### src/rtl/seg7_pkg.sv
// Shared definitions for the seven-segment reader: code table, blank code, FSM states.
package seg7_pkg;

  // Active-low segment pattern meaning "no data on this digit".
  localparam logic [6:0] SEG_BLANK = 7'h7F;

  // Active-low segment codes indexed by the hex nibble they represent (bit0=a ... bit6=g).
  localparam logic [6:0] SEG_TABLE [16] = '{
    7'h40, 7'h79, 7'h24, 7'h30, 7'h19, 7'h12, 7'h02, 7'h78,
    7'h00, 7'h10, 7'h08, 7'h03, 7'h46, 7'h21, 7'h06, 7'h0E
  };

  // EMPTY: nothing accepted since reset; SETTLE: counting identical samples;
  // HOLD: the current pattern has already been evaluated.
  typedef enum logic [1:0] {
    ST_EMPTY  = 2'd0,
    ST_SETTLE = 2'd1,
    ST_HOLD   = 2'd2
  } state_e;

endpackage

### src/rtl/seg7_decode.sv
// Combinational decoder from one active-low seven-segment pattern to a hex nibble.
module seg7_decode
  import seg7_pkg::*;
(
  input  logic [6:0] pattern,
  output logic [3:0] nibble,
  output logic       is_valid,
  output logic       is_blank
);

  // Search the code table; a pattern is valid only if it matches one entry exactly.
  always_comb begin
    nibble   = 4'd0;
    is_valid = 1'b0;
    is_blank = (pattern == SEG_BLANK);
    for (int i = 0; i < 16; i++) begin
      if (pattern == SEG_TABLE[i]) begin
        nibble   = 4'(i);
        is_valid = 1'b1;
      end
    end
  end

endmodule

### src/rtl/seg7_reader.sv
// Reads a two-digit seven-segment display, debounces it and reports accepted bytes.
module seg7_reader
  import seg7_pkg::*;
#(
  parameter int STABLE_CYCLES = 4
) (
  input  logic       clk,
  input  logic       reset,
  input  logic [6:0] seg_hi,
  input  logic [6:0] seg_lo,
  output logic [7:0] value,
  output logic       value_valid,
  output logic       update,
  output logic       delta_inc,
  output logic       delta_other,
  output logic       bad_code,
  output logic [7:0] err_count
);

  localparam logic [7:0] STABLE_MAX = 8'(STABLE_CYCLES);

  state_e      state_q, state_d;
  logic [13:0] sample_q, sample_d;
  logic [7:0]  cnt_q, cnt_d;
  logic [7:0]  value_q, value_d;
  logic        valid_q, valid_d;
  logic        update_q, update_d;
  logic        inc_q, inc_d;
  logic        other_q, other_d;
  logic        bad_q, bad_d;
  logic [7:0]  err_q, err_d;

  logic [3:0]  hi_nibble, lo_nibble;
  logic        hi_valid, lo_valid, hi_blank, lo_blank;
  logic        differ, evaluate, any_bad, any_blank;
  logic [7:0]  new_value;

  seg7_decode u_decode_hi (
    .pattern  (seg_hi),
    .nibble   (hi_nibble),
    .is_valid (hi_valid),
    .is_blank (hi_blank)
  );

  seg7_decode u_decode_lo (
    .pattern  (seg_lo),
    .nibble   (lo_nibble),
    .is_valid (lo_valid),
    .is_blank (lo_blank)
  );

  // Stability tracking, settle/hold sequencing and single-shot evaluation of a settled pattern.
  always_comb begin
    sample_d    = {seg_hi, seg_lo};
    differ      = (sample_d != sample_q);
    state_d     = state_q;
    value_d     = value_q;
    valid_d     = valid_q;
    update_d    = 1'b0;
    inc_d       = 1'b0;
    other_d     = 1'b0;
    bad_d       = bad_q;
    err_d       = err_q;
    evaluate    = 1'b0;
    any_bad     = (!hi_valid && !hi_blank) || (!lo_valid && !lo_blank);
    any_blank   = hi_blank || lo_blank;
    new_value   = {hi_nibble, lo_nibble};

    if (differ) begin
      cnt_d = 8'd1;
    end else if (cnt_q < STABLE_MAX) begin
      cnt_d = cnt_q + 8'd1;
    end else begin
      cnt_d = cnt_q;
    end

    if (differ) begin
      state_d = ST_SETTLE;
    end else if (state_q == ST_SETTLE && cnt_d == STABLE_MAX) begin
      state_d  = ST_HOLD;
      evaluate = 1'b1;
    end

    if (evaluate) begin
      if (any_bad) begin
        bad_d = 1'b1;
        if (err_q != 8'hFF) begin
          err_d = err_q + 8'd1;
        end
      end else if (!any_blank) begin
        bad_d = 1'b0;
        if (!valid_q || new_value != value_q) begin
          update_d = 1'b1;
          inc_d    = valid_q && (new_value == value_q + 8'd1);
          other_d  = valid_q && (new_value != value_q + 8'd1);
          value_d  = new_value;
          valid_d  = 1'b1;
        end
      end
    end
  end

  // Register all state and outputs; reset abandons any settle in progress.
  always_ff @(posedge clk) begin
    if (reset) begin
      state_q  <= ST_EMPTY;
      sample_q <= {SEG_BLANK, SEG_BLANK};
      cnt_q    <= 8'd0;
      value_q  <= 8'd0;
      valid_q  <= 1'b0;
      update_q <= 1'b0;
      inc_q    <= 1'b0;
      other_q  <= 1'b0;
      bad_q    <= 1'b0;
      err_q    <= 8'd0;
    end else begin
      state_q  <= state_d;
      sample_q <= sample_d;
      cnt_q    <= cnt_d;
      value_q  <= value_d;
      valid_q  <= valid_d;
      update_q <= update_d;
      inc_q    <= inc_d;
      other_q  <= other_d;
      bad_q    <= bad_d;
      err_q    <= err_d;
    end
  end

  assign value       = value_q;
  assign value_valid = valid_q;
  assign update      = update_q;
  assign delta_inc   = inc_q;
  assign delta_other = other_q;
  assign bad_code    = bad_q;
  assign err_count   = err_q;

endmodule
### config.mk
export PLATFORM = sky130hd
export DESIGN_NAME = seg7_reader
export DESIGN_NICKNAME = d
export VERILOG_FILES = /design/src/rtl/seg7_pkg.sv /design/src/rtl/seg7_decode.sv /design/src/rtl/seg7_reader.sv
export SDC_FILE = /design/constraint.sdc
export NUM_CORES = 1
export LEC_CHECK = 0
export BUFFER_PORTS_ARGS = -buffer_cell sky130_fd_sc_hd__buf_2
export CAP_MARGIN = 20
export CELL_PAD_IN_SITES_DETAIL_PLACEMENT = 2
export CELL_PAD_IN_SITES_GLOBAL_PLACEMENT = 2
export CORE_AREA = 2 2 92 94
export DETAILED_ROUTE_END_ITERATION = 16
export DIE_AREA = 0 0 94 96
export PLACE_DENSITY_LB_ADDON = 0.12
export SLEW_MARGIN = 20
export SYNTH_ARGS = -nofsm -noshare
export SYNTH_HDL_FRONTEND = slang
export SYNTH_SLANG_ARGS = --single-unit
### constraint.sdc
create_clock -name clk -period 8.5 [get_ports clk]
set_input_delay 1.7 -clock clk [delete_from_list [all_inputs] [get_ports clk]]
set_output_delay 1.7 -clock clk [all_outputs]
set_load 0.01 [all_outputs]
Word level (Yosys, flattened, before mapping)
Cells that the tools add are included.
{"block": "classes", "addsub": 3, "n_lt_le_gt_ge": 1, "eq_ne": 40, "muxes": 71, "bitwise": 4, "n_reduce_logical": 22}
{"op": "7-bit == test, second input constant", "n": 10}
{"op": "4-bit 2-to-1 mux", "n": 16}
{"op": "7-bit by 5-bit == test with 1-bit output, second input constant", "n": 6}
{"op": "7-bit by 6-bit == test with 1-bit output, second input constant", "n": 6}
{"op": "1-bit 2-to-1 mux", "n": 41}
{"op": "7-bit by 2-bit == test with 1-bit output, second input constant", "n": 4}
{"op": "7-bit by 4-bit == test with 1-bit output, second input constant", "n": 4}
{"op": "8-bit by 1-bit adder with 8-bit output, second input constant", "n": 3}
{"op": "3-bit 2-to-1 mux", "n": 8}
{"op": "8-bit 2-to-1 mux", "n": 2}
{"op": "8-bit != test", "n": 2}
{"op": "7-bit by 3-bit == test with 1-bit output, second input constant", "n": 2}
{"op": "7-bit logical NOT", "n": 2}
{"op": "14-bit != test", "n": 1}
{"op": "8-bit by 3-bit == test with 1-bit output, second input constant", "n": 1}
{"op": "8-bit == test", "n": 1}
{"op": "8-bit by 3-bit less-than comparator with 1-bit output, second input constant", "n": 1}
{"op": "2-bit 2-to-1 mux", "n": 4}
{"op": "8-bit != test, second input constant", "n": 1}
{"op": "1-bit logical AND", "n": 5}
{"op": "1-bit logical NOT", "n": 5}
{"op": "5-bit OR reduction", "n": 1}
{"op": "1-bit NOT", "n": 4}
{"op": "4-bit AND reduction", "n": 1}
{"op": "8 further kinds", "n": 10}
{"block": "totals", "register_bits": 45, "inputBits": 16, "out_inout_bits": 21, "elab_cells": 152}

Longest topological paths before layout
Gate-level depths: netlist (run 1).
{"block": "logic_depth", "ltp_word": 22, "mapped_depth": 11, "depth_no_buf": 8}

By module
From an unflattened synthesis (run 1), not the netlist that was laid out.
{"block": "unflattened", "cells_unflattened": 338, "hier_area_um2": 2892.8}
{"module": "seg7_reader", "instances": 1, "cells_each": 230, "area_each_um2": 2152.1, "seq_area_each_um2": 900.9}
{"module": "seg7_decode", "instances": 2, "cells_each": 54, "area_each_um2": 370.4, "seq_area_each_um2": 0.0}

Least setup slack after synthesis (run 1)
Ideal clock, no wire load.
{"block": "synth_path", "kind": "input -> register", "startpoint": "input port seg_lo[1]", "endpoint": "register value_q[1] (netlist: value[1])", "setup_ns": 0.121, "t_arrival_ns": 3.891, "required_ns": 8.379, "path_slack_ns": 4.488, "path_stages": 10, "n_path_buf": 2, "cell_sequence": "buf_2 xor2_1 nor4_2 nand4_4 nor4b_4 o221a_1 nand2b_1 buf_6 a31o_4 mux2_4"}
{"block": "synth_between", "elab_chain_len": 22, "elab_cells_between_ends": 64, "classes_between": "19 x eq/ne; 34 x mux; 2 x bitwise; 9 x reduce/logical"}
{"element": "start: declaration", "line_no": "seg7_reader.sv:10", "text": "input logic [6:0] seg_lo,"}
{"element": "7-bit == test", "line_no": "seg7_decode.sv:17", "text": "if (pattern == SEG_TABLE[i]) begin"}
{"element": "1-bit 2-to-1 mux (16 in series)", "line_no": "seg7_decode.sv:17"}
{"element": "1-bit logical NOT", "line_no": "seg7_reader.sv:65", "text": "any_bad = (!hi_valid && !hi_blank) || (!lo_valid && !lo_blank);"}
{"element": "1-bit logical AND", "line_no": "seg7_reader.sv:65"}
{"element": "1-bit logical OR", "line_no": "seg7_reader.sv:65"}
{"element": "1-bit NOT (no source line)"}
{"element": "4-bit AND reduction (no source line)"}
{"element": "end signal: assignment", "line_no": "seg7_reader.sv:120", "text": "value_q <= value_d;"}
{"element": "end: declaration", "line_no": "seg7_reader.sv:25", "text": "logic [7:0] value_q, value_d;"}
Parallel ways exist; a longest one is shown, timed or not.
A chain may end at the register's enable or synchronous reset.

Worst setup path in the final report (run 1)
{"block": "layout_path", "startpoint": "input port seg_lo[1]", "endpoint": "register value_q[3] (netlist: value[3])"}
The elaborated chain is that of the path after synthesis.

==> impl_metrics.csv, run 1 <==
group,metric,value,unit
run_status,status,"complete, no violations",
detailed_routing,vias,2638,
grt,overflow,0,
floorplan,coreArea,8050,um2
finish,utilization,40.5,%
cts,clkTransAtPathRegs,90,ps
placed_design,port_buffers,36,
hold_path,hold_start,"cnt_q[3]",
worst_setup_path,critical_path_class,"input pin to register",
logic_synthesis,yosysMostFrequentCell,"dfxtp_1",
logic_synthesis,synth_top_family_by_area,"simple AND/OR/NAND/NOR gates",
timing,fin_skew,7.35,ps
logic_synthesis,synth_simple_gate_area_share,35.3,%
logic_synthesis,synth_common_cells,"dfxtp_1 (45), nor2_1 (31), xor2_1 (24)",
timing,period_share,51.0,%
finish,antennaDiodeCount,0,
grt,grt_usage,19.8,%
finish,nFillCells,941,
finish,final_nets,379,
grt,grtUsageMet2,35.6,%
detailed_routing,drc,0,
placed_design,gp_congestion,0.774,
timing,rsz0062_at_grt,"false",
cts,cts_tree,"yes",
cts,clk-insertion-delay-late,310,ps
logic_synthesis,ys.flop_type,"dfxtp_1",
cts,numCtsBuffers,5,
cts,cts.sinks,45,
logic_synthesis,ys_types,67,
job,drv_cap,0,
logic_synthesis,synth-compound-area-share,14.3,%
placed_design,dpl.hpwl,5.94,mm
cts,cts_root_buf,"clkbuf_8",
power_and_ir_drop,total_power,0.451,mW
grt,grt_use_met3,3.13,%
timing,finalHoldWorstSlack,463,ps
logic_synthesis,synth-adder-area-share,1.27,%
worst_setup_path,worstPathMaxFanout,17,
logic_synthesis,synth_cells,340,
timing,hold_viol_final,0,
grt,grt_max_degree,44,
worst_setup_path,crit_arrival,4530,ps
logic_synthesis,async_reset_ff_share,0,%
timing,period_needed,4330,ps
power_and_ir_drop,ir_drop,0.0555,mV
timing,max-slew-margin-rel,46.6,%
hold_path,min_path_type,"register to register",
logic_synthesis,synthesis.nets,359,
logic_synthesis,ys_warn_count,0,
logic_synthesis,ys_seq_area_share,30.6,%
logic_synthesis,yosysTopAreaCellShare,30.6,%
worst_setup_path,critPathLaunchType,"input pin",
floorplan,die_area,9020,um2
worst_setup_path,r2r-start,"sample_q[5]",
power_and_ir_drop,leakage,1.28,nW
floorplan,die_h,96,um
worst_setup_path,crit_chain,"buf_2 > xor2_1 > nor4_2 > nand4_4 > nor4b_4 > o221a_1 > nand2b_1 > a31o_4 > mux2_4",
logic_synthesis,syn_avg_cell_area,8.67,um2
detailed_routing,wl_per_cell,17.8,um
cts,clock_path_buffers,2,
timing,slew_viol_final,0,
grt,grt_pass1_wl,14.1,mm
logic_synthesis,synth_seq_cells,45,
timing,setup_violations,0,
timing,setup_tns,0,ps
floorplan,design.portCount,37,
logic_synthesis,synth_xor_area_share,10.3,%
grt,antenna_found_initial,0,
logic_synthesis,syn_area,2950,um2
timing,worst_pin_slew,802,ps
worst_setup_path,cp_slowest_cell,"nor4b_4",
floorplan,row_count,33,
detailed_routing,routed_via_density,5.66,
grt,gr-max-usage-layer,"met2",
grt,grt_pass1_vias,2725,
timing,fmax,0.231,GHz
detailed_routing,drt_iter0_drc,78,
power_and_ir_drop,power.density,138,nW/um2
cts,ctsHoldBuffers,0,
logic_synthesis,synthTopCellsByArea,"dfxtp_1 (31%), xor2_1 (7.1%), nor2_1 (3.9%), or2_2 (3.4%), nand3_1 (2.5%)",
logic_synthesis,synthMuxAreaShare,3.91,%
floorplan,start_util,36.6,%
finish,drive_above_1_share,21.1,%
cts,ctsHtreeMaxLevel,2,
detailed_routing,route.antenna.remaining_nets,0,
detailed_routing,drt_wl_total,8.29,mm
cts,cts_setup_buffers,0,
detailed_routing,firstDrtPassIters,4,
worst_setup_path,slowest_delay,500,ps
worst_setup_path,required,8700,ps
worst_setup_path,crit_path_end_kind,"register",
grt,grt_use_met1,24.8,%
logic_synthesis,synth.largest_area_cell,"dfxtp_1",
logic_synthesis,synth_edf_count,0,
cts,cts_resized,0,
finish,area_delta_synth_final,10.7,%
floorplan,fp.dieW,94,um
worst_setup_path,worstSetupStartpoint,"seg_lo[1]",
[state kept, by name, summed over array words and instances (netlist names)]
signal       cells
bad_code         1
cnt_q            8
delta_inc        1
delta_other      1
err_count        8
sample_q        14
state_q          2
update           1
value            8
value_valid      1
[metrics by stage]
step / std cells / setup slack, ps / cell area, um2
after detailed placement: 458 / 3850 / 3140
final: 466 / 4170 / 3260
after global placement: 458 / 3970 / 3140
after global routing: 466 / 3980 / 3260
after CTS: 466 / 4170 / 3260
after floorplan: 340 / 4490 / 2950
[logic make-up after synthesis]
group / count (synthesis)
AOI/OAI and AO/OA: 58
xor gates and xnor gates: 33
adders and majority gates: 3
buffers and inverters: 27
DFF: 45
muxes: 10
and+or+nand+nor: 164
[layout make-up]
cell class                 instances  area, um2  area share, %
inverter                           4       15.0          0.460
tap                              105        131           4.03
timing repair buffer              36        180           5.53
multi-input combinational        268       1920           58.8
clock inverter                     1       30.0          0.921
clock buffer                       7       86.3           2.65
sequential                        45        901           27.6
[layer usage]
metal,routed length [um],vias up
li1,-,1283
met1,3880,1317
met2,4120,28
met3,199,10
met4,95,0
met5,0,-
[critical path, delay by kind of cell]
kind            cells  cell delay (ps)
compound gates      2              690
simple gates        4             1400
xor+xnor            1              130
mux                 1              300
buf+inv             1              300
[cells in the final DEF, fill, tap and decap left out, drive strengths merged, types with 4 or more instances in the layout]
master,instances
a211oi,5
nand4,6
nand2,15
dfxtp,45
or2,17
nand3b,4
xnor2,8
clkbuf,7
nor4b,7
nor4,11
nor2,31
buf,36
o21ai,11
and2,7
or4,5
nor3b,4
nand3,16
nor3,9
mux2i,7
nand2b,7
or3,9
xor2,24
inv,4
a211o,4
a21oi,13
[where the power goes]
| part | switching (mW) | internal (mW) |
|---|---|---|
| sequential | 0.00201 | 0.215 |
| clock | 0.0790 | 0.0960 |
| combinational | 0.0375 | 0.0216 |
| total | 0.119 | 0.332 |
[path summary, 6_finish.rpt]
kind         cells past startpoint  slack (ps)  endpoint
max                              9        4170  value[3]
max reg2reg                      8        5510  value[3]
min reg2reg                      1         460  cnt_q[3]
min                              1         460  cnt_q[3]
(Power assumes the default switching activity.)
==> run 2: changes to the inputs <==
Settings changed: CORE_AREA 2 2 92 94 to 2 2 95 97, DIE_AREA 0 0 94 96 to 0 0 97 99.
Clock period 8.5 ns to 4.4 ns, I/O delays scaled along.
==> run 2 against run 1 <==
Effect of this change: total power increased by 88%; critical path depth unchanged; largest power group unchanged; clock skew decreased by 1.4 ps; count of clock-buffer cells in the layout decreased by 2.
==> impl_metrics.csv, run 2 (synthesized netlist as in run 1, its figures left out) <==
group,metric,value,unit
worst_setup_path,critical_path_class,"input pin to register",
detailed_routing,drt_wl_total,8.14,mm
run_status,status,"complete, no violations",
timing,slew_viol_final,0,
floorplan,design.portCount,37,
cts,cts_resized,0,
floorplan,row_count,34,
grt,grt_use_met1,22.8,%
finish,area_delta_synth_final,11.4,%
timing,fmax,0.301,GHz
timing,finalHoldWorstSlack,462,ps
finish,nFillCells,977,
detailed_routing,routed_via_density,5.50,
detailed_routing,drc,0,
timing,period_needed,3320,ps
cts,ctsHtreeMaxLevel,2,
timing,hold_viol_final,0,
placed_design,gp_congestion,0.765,
detailed_routing,firstDrtPassIters,4,
worst_setup_path,crit_arrival,3510,ps
grt,grtUsageMet2,31.2,%
grt,overflow,0,
placed_design,port_buffers,36,
timing,max-slew-margin-rel,47.1,%
timing,setup_violations,0,
cts,clk-insertion-delay-late,300,ps
finish,final_nets,383,
power_and_ir_drop,power.density,258,nW/um2
floorplan,die_area,9600,um2
floorplan,start_util,34.5,%
timing,setup_tns,0,ps
finish,antennaDiodeCount,0,
placed_design,post-place-ws,747,ps
worst_setup_path,critPathLaunchType,"input pin",
floorplan,coreArea,8550,um2
placed_design,dpl.hpwl,5.89,mm
cts,cts_tree,"yes",
cts,cts_root_buf,"clkbuf_8",
floorplan,die_h,99,um
finish,drive_above_1_share,22.0,%
cts,clkTransAtPathRegs,90,ps
grt,grt_max_degree,44,
cts,cts_setup_buffers,0,
timing,period_share,75.4,%
timing,rsz0062_at_grt,"false",
detailed_routing,vias,2597,
detailed_routing,wl_per_cell,17.2,um
grt,grt_pass1_wl,13.9,mm
finish,largest_reg_flops,14,
finish,final_common_cell,"dfxtp_1",
timing,worst_pin_slew,794,ps
cts,clock_path_buffers,2,
finish,largest-register,"sample_q",
timing,setup_slack,1080,ps
grt,grt_pass1_vias,2714,
job,drv_cap,0,
worst_setup_path,crit_path_end_kind,"register",
cts,cts.sinks,45,
grt,gr-max-usage-layer,"met2",
worst_setup_path,required,4600,ps
detailed_routing,route.antenna.remaining_nets,0,
power_and_ir_drop,ir_drop,0.116,mV
grt,grt_use_met3,2.62,%
cts,numCtsBuffers,5,
worst_setup_path,worstPathMaxFanout,20,
grt,antenna_found_initial,0,
finish,final_cell_mix,"dfxtp_1 (45), buf_2 (36), nor2_1 (31), xor2_1 (24), or2_2 (16)",
hold_path,min_path_type,"register to register",
timing,fin_skew,5.97,ps
grt,grt_usage,17.7,%
floorplan,fp.dieW,97,um
cts,ctsHoldBuffers,0,
detailed_routing,drt_iter0_drc,63,
power_and_ir_drop,leakage,1.30,nW
==> run 2: cell types whose count changed in the layout (fill, tap and decap cells not counted) <==
cell | before | now
buf_4 | 0 | 4
clkinv_2 | 0 | 1
clkbuf_8 | 6 | 5
clkbuf_1 | 1 | 0
==> run 2: path summary, 6_finish.rpt <==
| path | from | to | slack [ps] | cells past startpoint |
|---|---|---|---|---|
| hold reg to reg | cnt_q[7] | cnt_q[7] | 460 | 1 |
| setup / recovery | seg_hi[3] | value[2] | 1080 | 9 |
| hold / removal | cnt_q[7] | cnt_q[7] | 460 | 1 |
| setup reg to reg | cnt_q[5] | value[2] | 1640 | 10 |
==> run 2: worst max-delay path: stages <==
cell	delay, ps
buf_2	220
or3_1	450
o21a_1	190
a21oi_1	250
o21a_1	290
xor2_1	110
nor4_1	500
a31o_4	300
mux2_4	310
==> run 2: layout make-up <==
type	count	area (um2)	area share [%]
multi-input combinational	268	1920	58.4
clock buffer	5	68.8	2.10
inverter	4	15.0	0.457
sequential	45	901	27.4
timing repair buffer	40	210	6.40
clock inverter	2	35.0	1.07
tap	108	135	4.12
==> run 2: report_power, final <==
group	internal [mW]	switching, mW
logic	0.0425	0.0716
registers	0.415	0.00356
clock network	0.165	0.149
total	0.623	0.224
==> run 2: stage by stage <==
| stage | instances | utilization (%) | power [mW] | area, um2 |
|---|---|---|---|---|
| after floorplan | 340 | - | 0.514 | 2950 |
| after global placement | 465 | 37.2 | 0.540 | 3180 |
| after detailed placement | 465 | 37.2 | 0.544 | 3180 |
| after CTS | 472 | 38.4 | 0.859 | 3280 |
| after global routing | 472 | 38.4 | 0.886 | 3280 |
| final | 472 | 38.4 | 0.847 | 3280 |
==> run 2: metal layers <==
| layer | part of all wire [%] | vias up |
|---|---|---|
| met5 | 0 | - |
| met4 | 1.1 | 0 |
| met3 | 1.8 | 6 |
| met2 | 50 | 25 |
| met1 | 47 | 1286 |
| li1 | - | 1280 |
==> run 3: changes to the inputs <==
Settings changed: CORE_AREA 2 2 95 97 to 2 2 99 101, DIE_AREA 0 0 97 99 to 0 0 101 103.
Clock period 4.4 ns to 3.05 ns, I/O delays scaled along.
==> run 3 against run 2 <==
Effect of this change: worst hold slack lost 7.0 ps; first-iteration DRC count increased by 17%; sequential power grew 44%; largest cell class unchanged.
==> impl_metrics.csv, run 3 (synthesized netlist as in run 1, its figures left out) <==
group,metric,value,unit
power_and_ir_drop,power.density,333,nW/um2
power_and_ir_drop,pwr-share-clk,32.6,%
detailed_routing,vias,2716,
finish,antennaDiodeCount,0,
cts,clk-insertion-delay-late,310,ps
cts,clkTransAtPathRegs,90,ps
timing,fmax,0.355,GHz
run_status,status,"complete, no violations",
floorplan,coreArea,9460,um2
cts,cts_resized,0,
finish,area_delta_synth_final,21.9,%
detailed_routing,drc,0,
worst_setup_path,crit_chain,"buf_2 > or3_1 > or4_1 > a41oi_1 > nand2b_1 > o211ai_1 > a221oi_1 > o2111ai_1 > nor4b_2",
power_and_ir_drop,p_int,0.852,mW
detailed_routing,wl_met1,4.25,mm
timing,setup_violations,0,
placed_design,port_buffers,36,
detailed_routing,drt_wl_total,9.04,mm
timing,rsz0062_at_grt,"false",
power_and_ir_drop,switching_share,28.9,%
worst_setup_path,worstSetupStartpoint,"seg_hi[1]",
timing,fin_skew,7.40,ps
floorplan,die_h,103,um
cts,ctsHoldBuffers,0,
floorplan,start_util,31.2,%
grt,grt_max_degree,25,
timing,worst_pin_slew,534,ps
job,drv_cap,0,
cts,cts.sinks,45,
grt,antenna_found_initial,0,
cts,cts_setup_buffers,0,
grt,grt_pass1_wl,14.6,mm
worst_setup_path,required,3230,ps
detailed_routing,routed_via_density,5.24,
detailed_routing,firstDrtPassIters,4,
finish,utilization,38.0,%
cts,ctsHtreeMaxLevel,2,
worst_setup_path,ff2ff_path_depth,8,
worst_setup_path,crit_path_end_kind,"register",
power_and_ir_drop,leakage,1.47,nW
floorplan,design.portCount,37,
finish,largest_reg_flops,14,
power_and_ir_drop,p_seq_share,50.4,%
hold_path,hold_depth,1,
floorplan,row_count,36,
timing,period_needed,2820,ps
cts,numCtsBuffers,5,
worst_setup_path,slowest_delay,480,ps
timing,period_share,92.4,%
worst_setup_path,critPathLaunchType,"input pin",
cts,cts_root_buf,"clkbuf_8",
grt,grt_pass1_vias,2824,
grt,overflow,0,
worst_setup_path,critical_path_class,"input pin to register",
power_and_ir_drop,switchingPower,0.346,mW
cts,clock_path_buffers,2,
detailed_routing,route.antenna.remaining_nets,0,
detailed_routing,drt_iter0_drc,74,
finish,final_nets,422,
timing,hold_viol_final,0,
hold_path,hold_start,"cnt_q[7]",
worst_setup_path,crit_arrival,3000,ps
cts,cts_tree,"yes",
finish,largest-register,"sample_q",
placed_design,post_dp_cell_area,3500,um2
worst_setup_path,cp_slowest_cell,"or4_1",
power_and_ir_drop,combPwrFrac,17.0,%
detailed_routing,routed-wl-met2,4.47,mm
power_and_ir_drop,ir_drop,0.155,mV
finish,final_common_cell,"dfxtp_1",
finish,drive_above_1_share,29.5,%
floorplan,fp.dieW,101,um
worst_setup_path,worstPathMaxFanout,6,
placed_design,dpl.hpwl,7.03,mm
worst_setup_path,r2r-start,"cnt_q[5]",
grt,grt_usage,18.0,%
worst_setup_path,rrSetupSlack,550,ps
detailed_routing,route.met3.wl,203,um
hold_path,min_to,"cnt_q[7]",
timing,slew_viol_final,0,
hold_path,min_path_type,"register to register",
placed_design,gp_congestion,0.832,
detailed_routing,top_layer_used,"met4",
worst_setup_path,r2r_end,"value[2]",
timing,max-slew-margin-rel,64.2,%
finish,final_cell_mix,"dfxtp_1 (45), buf_4 (41), buf_2 (36), nor2_1 (31), xor2_1 (24)",
detailed_routing,wl_per_cell,17.5,um
finish,final_area,3590,um2
floorplan,die_area,10400,um2
-- run 3: power by group through the flow --
| stage | combinational, mW | sequential (mW) | clock (mW) |
|---|---|---|---|
| floorplan | 0.125 | 0.616 | 0 |
| global placement | 0.202 | 0.617 | 0 |
| detailed placement | 0.206 | 0.618 | 0 |
| CTS | 0.207 | 0.604 | 0.408 |
| global route | 0.226 | 0.606 | 0.437 |
| finish | 0.204 | 0.604 | 0.390 |
-- run 3: routing by layer --
layer	global-route usage [%]	vias to the layer above
met3	3.05	10
li1	-	1360
met1	23.1	1317
met4	3.85	0
met2	31.8	29
met5	0	-
-- run 3: final cells by class --
class | count | area [um2]
Fill cell | 1114 | 5870
Multi-Input combinational cell | 268 | 1920
Sequential cell | 45 | 901
Timing Repair Buffer | 79 | 528
Tap cell | 114 | 143
Clock buffer | 6 | 72.6
Clock inverter | 2 | 15.0
Inverter | 4 | 15.0
-- run 3: worst max-delay path by stage --
stage | endpoint | cells past startpoint
6_report | delta_other | 9
5_1_grt | delta_other | 9
4_1_cts | delta_other | 9
3_5_place_dp | delta_other | 9
3_3_place_gp | value[1] | 9
2_1_floorplan | value[1] | 10
-- run 3: metrics by stage --
stage / instances / hold slack, ps / total power, mW / setup WS [ps] / TNS (ps)
final: 518 / 455 / 1.20 / 230 / 0
after floorplan: 340 / 420 / 0.741 / 128 / 0
after global placement: 510 / 434 / 0.819 / -16.9 / -50.3
after CTS: 518 / 463 / 1.22 / 276 / 0
after detailed placement: 510 / 435 / 0.824 / -41.7 / -56.9
after global routing: 518 / 477 / 1.27 / 98.1 / 0
-- run 3: worst max-delay path, delay by kind of cell --
kind | cells | cell delay (ps)
AND/OR/NAND/NOR | 4 | 1280
AO/OA/AOI/OAI | 4 | 970
buffers and inverters | 1 | 140
